### src/rtl/uci_move_printer.sv
// rtl/uci_move_printer.sv - prints buffered chess moves as UCI text lines, plus an optional move-count line
// Moves queue in a small FIFO; each becomes "<from><to>[promo]" + SEP, and done_in appends the decimal count.
module uci_move_printer #(
  parameter int         DEPTH    = 8,
  parameter logic [7:0] SEP      = 8'h0A,
  parameter bit         COUNT_EN = 1'b1
) (
  input  logic       clk_in,
  input  logic       rst_in,
  input  logic [5:0] from_in,
  input  logic [5:0] to_in,
  input  logic [2:0] promo_in,
  input  logic       move_in_valid,
  output logic       move_in_ready,
  input  logic       done_in,
  output logic [7:0] char_out,
  output logic       char_out_valid,
  input  logic       char_out_ready,
  output logic       busy_out
);

  localparam int          AW       = $clog2(DEPTH);
  localparam logic [AW:0] FULL_CNT = (AW + 1)'(DEPTH);

  typedef enum logic [2:0] {S_IDLE, S_LOAD, S_EMIT, S_CONV, S_CNT} state_t;

  // Entry layout: {from[5:0], to[5:0], promo[2:0]}
  logic [14:0]   r_mem [DEPTH];
  logic [AW-1:0] r_wr_ptr;
  logic [AW-1:0] r_rd_ptr;
  logic [AW:0]   r_count;

  state_t      r_state;
  logic [14:0] r_hold;
  logic [2:0]  r_idx;
  logic [7:0]  r_char;
  logic        r_valid;
  logic        r_done;
  logic [7:0]  r_moves;
  logic        r_busy;
  logic [7:0]  r_rem;
  logic [1:0]  r_h;
  logic [3:0]  r_t;
  logic [3:0]  r_o;
  logic [1:0]  r_didx;

  logic        w_full;
  logic        w_empty;
  logic        w_push;
  logic        w_pop;
  logic        w_xfer;
  logic [14:0] w_head;
  logic [7:0]  w_cnt_next;

  function automatic logic [7:0] move_char(input logic [14:0] mv, input logic [2:0] idx);
    logic [7:0] c;
    c = SEP;
    case (idx)
      3'd0: c = 8'h61 + {5'd0, mv[11:9]};
      3'd1: c = 8'h31 + {5'd0, mv[14:12]};
      3'd2: c = 8'h61 + {5'd0, mv[5:3]};
      3'd3: c = 8'h31 + {5'd0, mv[8:6]};
      3'd4: begin
        case (mv[2:0])
          3'd1:    c = 8'h6E;
          3'd2:    c = 8'h62;
          3'd3:    c = 8'h72;
          3'd4:    c = 8'h71;
          default: c = SEP;
        endcase
      end
      default: c = SEP;
    endcase
    return c;
  endfunction

  // Index of the SEP character: 5 when a promotion letter is printed, else 4
  function automatic logic [2:0] last_idx(input logic [2:0] pr);
    return (pr >= 3'd1 && pr <= 3'd4) ? 3'd5 : 3'd4;
  endfunction

  function automatic logic [7:0] digit(input logic [3:0] d);
    return 8'h30 + {4'd0, d};
  endfunction

  assign w_full        = (r_count == FULL_CNT);
  assign w_empty       = (r_count == '0);
  assign move_in_ready = rst_in & ~w_full & ~r_done;
  assign w_push        = move_in_valid & move_in_ready;
  assign w_xfer        = r_valid & char_out_ready;
  assign w_head        = r_mem[r_rd_ptr];
  // A slot is freed only once its line has fully left, so a stalled line still occupies the FIFO
  assign w_pop         = (r_state == S_EMIT) & w_xfer & (r_idx == last_idx(r_hold[2:0]));

  assign char_out       = r_char;
  assign char_out_valid = r_valid;
  assign busy_out       = r_busy;

  always_comb begin
    w_cnt_next = SEP;
    case (r_didx)
      2'd0:    w_cnt_next = digit(r_t);
      2'd1:    w_cnt_next = digit(r_o);
      default: w_cnt_next = SEP;
    endcase
  end

  always_ff @(posedge clk_in) begin
    if (w_push) r_mem[r_wr_ptr] <= {from_in, to_in, promo_in};
  end

  always_ff @(posedge clk_in) begin
    if (!rst_in) begin
      r_wr_ptr <= '0;
      r_rd_ptr <= '0;
      r_count  <= '0;
    end else begin
      if (w_push) r_wr_ptr <= r_wr_ptr + AW'(1);
      if (w_pop)  r_rd_ptr <= r_rd_ptr + AW'(1);
      r_count <= r_count + (AW + 1)'(w_push) - (AW + 1)'(w_pop);
    end
  end

  always_ff @(posedge clk_in) begin
    if (!rst_in) begin
      r_state <= S_IDLE;
      r_hold  <= '0;
      r_idx   <= '0;
      r_char  <= 8'h00;
      r_valid <= 1'b0;
      r_done  <= 1'b0;
      r_moves <= '0;
      r_busy  <= 1'b0;
      r_rem   <= '0;
      r_h     <= '0;
      r_t     <= '0;
      r_o     <= '0;
      r_didx  <= '0;
    end else begin
      r_busy <= ~w_empty | (r_state != S_IDLE) | r_done;
      if (w_push && r_moves != 8'hFF) r_moves <= r_moves + 8'd1;
      if (done_in && !r_done) r_done <= 1'b1;

      case (r_state)
        S_IDLE: begin
          if (!w_empty) begin
            r_char  <= move_char(w_head, 3'd0);
            r_valid <= 1'b1;
            r_idx   <= 3'd0;
            r_state <= S_LOAD;
          end else if (r_done) begin
            if (COUNT_EN) begin
              r_rem   <= r_moves;
              r_h     <= '0;
              r_t     <= '0;
              r_state <= S_CONV;
            end else begin
              r_done  <= 1'b0;
              r_moves <= '0;
            end
          end
        end
        S_LOAD: begin
          r_hold  <= w_head;
          r_state <= S_EMIT;
          if (w_xfer) begin
            r_idx  <= 3'd1;
            r_char <= move_char(w_head, 3'd1);
          end
        end
        S_EMIT: begin
          if (w_xfer) begin
            if (r_idx == last_idx(r_hold[2:0])) begin
              r_valid <= 1'b0;
              r_state <= S_IDLE;
            end else begin
              r_idx  <= r_idx + 3'd1;
              r_char <= move_char(r_hold, r_idx + 3'd1);
            end
          end
        end
        S_CONV: begin
          if (r_rem >= 8'd100) begin
            r_rem <= r_rem - 8'd100;
            r_h   <= r_h + 2'd1;
          end else if (r_rem >= 8'd10) begin
            r_rem <= r_rem - 8'd10;
            r_t   <= r_t + 4'd1;
          end else begin
            // Start at the first non-zero digit; ones always prints
            r_o     <= r_rem[3:0];
            r_valid <= 1'b1;
            r_state <= S_CNT;
            if (r_h != 2'd0) begin
              r_didx <= 2'd0;
              r_char <= digit({2'b00, r_h});
            end else if (r_t != 4'd0) begin
              r_didx <= 2'd1;
              r_char <= digit(r_t);
            end else begin
              r_didx <= 2'd2;
              r_char <= digit(r_rem[3:0]);
            end
          end
        end
        S_CNT: begin
          if (w_xfer) begin
            if (r_didx == 2'd3) begin
              r_valid <= 1'b0;
              r_done  <= 1'b0;
              r_moves <= '0;
              r_state <= S_IDLE;
            end else begin
              r_didx <= r_didx + 2'd1;
              r_char <= w_cnt_next;
            end
          end
        end
        default: r_state <= S_IDLE;
      endcase
    end
  end

endmodule

### config.mk
export PLATFORM = sky130hd
export DESIGN_NAME = uci_move_printer
export DESIGN_NICKNAME = d
export VERILOG_FILES = /design/src/rtl/uci_move_printer.sv
export SDC_FILE = /design/constraint.sdc
export NUM_CORES = 1
export LEC_CHECK = 0
export ABC_AREA = 0
export CORE_UTILIZATION = 46
export DETAILED_ROUTE_END_ITERATION = 6
export SLEW_MARGIN = 20
export SYNTH_ARGS = -nofsm -noshare
export SYNTH_HDL_FRONTEND = slang
export SYNTH_SLANG_ARGS = --single-unit
### constraint.sdc
create_clock -name clk_in -period 5 [get_ports clk_in]
set_clock_uncertainty 0.05 [all_clocks]
set_input_delay 0.5 -clock clk_in [delete_from_list [all_inputs] [get_ports clk_in]]
set_output_delay 0.5 -clock clk_in [all_outputs]
set_load 0.02 [all_outputs]
==> summary.txt <==
Status -> completed
Vias post-DR -> 5,749
Combinational power share -> 0.228
CTS tree -> built
Adder-cell area share of the yosys netlist -> 0.0403
TritonCTS buffer count -> 17
WS Path Type -> reg2reg
Routed WL -> 19,000 um
Clock network power share -> 0.317
Final net count -> 771
Compound-Gate Fraction of Synth Area -> 0.115
Clock Path Buffers -> 2
Post-CTS Setup Bufs -> 0
# clock sinks -> 192
Syn Inst Count -> 697
RSZ-0062 raised after global routing -> false
Hold buffers post-CTS -> 0
Core ar. -> 0.0188 mm2
Full die area -> 0.0199 mm2
Via-to-Cell Ratio -> 5.77
Clk slew on worst S/H paths -> 0.07 ns
Post-place instance area -> 0.00945 mm2
Synth Flop Type -> edfxtp_1
Post-synthesis register bit count -> 192
DRT Pass-1 Iters -> 5
Mapped Area -> 0.00888 mm2
Max-slew violations -> 0
Post-route setup TNS -> 0 ns
# fillers -> 1,592
# resized after CTS -> 0
Max Clk Rate -> 304 MHz
Commonest non-fill, non-tap cell in the layout -> edfxtp_1
Fraction of layout instances using a drive strength above 1 -> 0.156
Critical path endpoint category -> register
Startpoint Class -> register
Max Cap Viol -> 0
Most frequent cells in the layout -> 120 x edfxtp_1, 71 x dfxtp_1, 66 x nor2_1
Critical Path RT -> 5.24 ns
Placer Congestion -> 0.871
Period utilization -> 0.658
DP HPWL -> 12,700 um
NetSw -> 1.34 mW
Async SR Flop Fraction -> 0
Hold Fails Final Rpt -> 0
Largest family of logic cells by synthesized area -> simple AND/OR/NAND/NOR gates
Mux contribution to synthesized area -> 0.108
H-tree levels -> 4
Final instance area -> 0.0100 mm2
Worst Max-Slew Pin Slew -> 0.947 ns
Crit path arrival time -> 3.53 ns
Initial core utilization -> 0.471
R2R Setup Slk -> 1.71 ns
Syn Nets -> 745
Switching Share -> 0.318
Iteration-0 DRC Markers -> 475
Routed Antenna Nets -> 0
Number of synthesized flops with an enable pin -> 120
Crit Path Max Fanout -> 20
Later-pin clock latency in the skew report -> 0.44 ns
Post-synthesis simple-gate area fraction -> 0.115
Internal power -> 2.86 mW
Vias in the first global route -> 5,675
Largest net degree at the start of global routing -> 46
Chip width -> 141 um
Count of unique library cells instantiated by Yosys -> 88
Ports -> 31
VDD IR max -> 0.261 mV
Lkg Pwr -> 3.31 nW
Root buf cell -> clkbuf_16
Hold Path Class -> reg2reg
# port buffers -> 29
GR Overflow Total -> 0
Initial antenna violation count -> 0
ANT cells -> 0
WL/cell -> 19.1 um
Mean Syn Cell Area -> 12.7 um2
Power, Total -> 4.19 mW
Rel. slew slack -> 0.367
Yosys warns -> 0
# rows -> 50
DRC viols -> 0
PwrDens -> 418 mW/mm2
Synth Area in XOR/XNOR -> 0.0213
First-pass GRT wire length -> 31,000 um
Seq/Total Area, Yosys -> 0.568
Area grow syn2layout -> 13.0%
Share of power burned in registers -> 0.455
Final setup violation count -> 0
Gr usage total -> 0.207
Min Tclk post-route -> 3.29 ns
Die H -> 141 um
worst max-delay path, cell delays in order, from the launching register on:
cell and delay [ns]:
dfxtp_1 0.71, or3b_1 0.62, nor4_2 0.59, ha_1 0.30, inv_1 0.06, ha_1 0.27, a21o_1 0.18, a21oi_1 0.17
xnor2_1 0.14, nor2_1 0.05
area by class of cell:
cell class	count	area [um2]	area share
flip-flops and latches	192	5050	0.503
clock buffers	17	425	0.0424
multi-input cells	442	3580	0.357
repair buffers	43	395	0.0394
clock inverters	15	155	0.0155
well taps	260	325	0.0324
inverters	27	101	0.0101
kinds of logic after synthesis:
kind of cell,Yosys count
xor+xnor,20
compound gates,141
simple gates,196
mux,56
flops,192
fa+ha+maj,28
other cells,1
buf+inv,63
stage by stage:
| stage | worst slack, ns | hold WS, ns | utilization | cells |
|---|---|---|---|---|
| after detailed placement | 1.45 | 0.410 | 0.502 | 964 |
| after global routing | 1.52 | 0.452 | 0.533 | 996 |
| final | 1.71 | 0.420 | 0.533 | 996 |
| after floorplan | 1.81 | 0.386 | - | 697 |
| after CTS | 1.69 | 0.420 | 0.533 | 996 |
| after global placement | 1.57 | 0.410 | 0.502 | 964 |
synth_stat cells, types with 5 or more instances:
library cell	number	area share
or3_1	5	0.0035
mux2i_1	21	0.024
xor2_1	6	0.0059
o21ai_0	19	0.011
a31oi_1	12	0.0085
nand2_1	36	0.015
nand2b_1	9	0.0063
xnor2_1	13	0.013
and3_1	5	0.0035
dfxtp_1	72	0.16
inv_1	26	0.011
mux4_2	30	0.076
a211oi_1	20	0.017
nor2_1	66	0.028
edfxtp_1	120	0.41
clkbuf_1	14	0.0059
a21oi_1	30	0.017
nor3_1	14	0.0079
ha_1	27	0.038
nand3_1	16	0.0090
buf_2	16	0.0090
nor4_1	6	0.0042
registers in the layout, summed over array words and instances, names as in the netlist, named ones only:
name            cells
r_hold             15
r_moves             8
r_count             4
r_wr_ptr            3
busy_out            1
r_h                 2
r_t                 4
r_state             3
r_rd_ptr            3
r_o                 4
r_didx              2
char_out_valid      1
char_out            7
r_mem             120
r_idx               3
r_done              1
r_rem               8
metal layers:
layer,up-vias,global-route usage,part of all wire
met2,137,0.340,0.48
met5,-,0,0
met3,36,0.0394,0.040
met4,0,0.0778,0.022
li1,2730,-,-
met1,2846,0.273,0.46
worst paths after layout:
kind                                         startpoint                 endpoint  cells after the start
worst min register to register  r_hold[13]$_SDFFE_PN0P_  r_hold[13]$_SDFFE_PN0P_                      2
worst max-delay path            r_state[1]$_SDFFE_PN0P_    r_count[3]$_SDFF_PN0_                      9
worst max register to register  r_state[1]$_SDFFE_PN0P_    r_count[3]$_SDFF_PN0_                      9
worst min-delay path            r_hold[13]$_SDFFE_PN0P_  r_hold[13]$_SDFFE_PN0P_                      2
power by group through the flow:
stage          logic [mW]  registers [mW]  clock network (mW)
2_1_floorplan       0.732            1.92                   0
6_report            0.957            1.91                1.33
4_1_cts             0.951            1.91                1.36
3_5_place_dp        0.945            1.94                   0
3_3_place_gp        0.933            1.94                   0
5_1_grt              1.04            1.93                1.42
(Power assumes the default switching activity.)
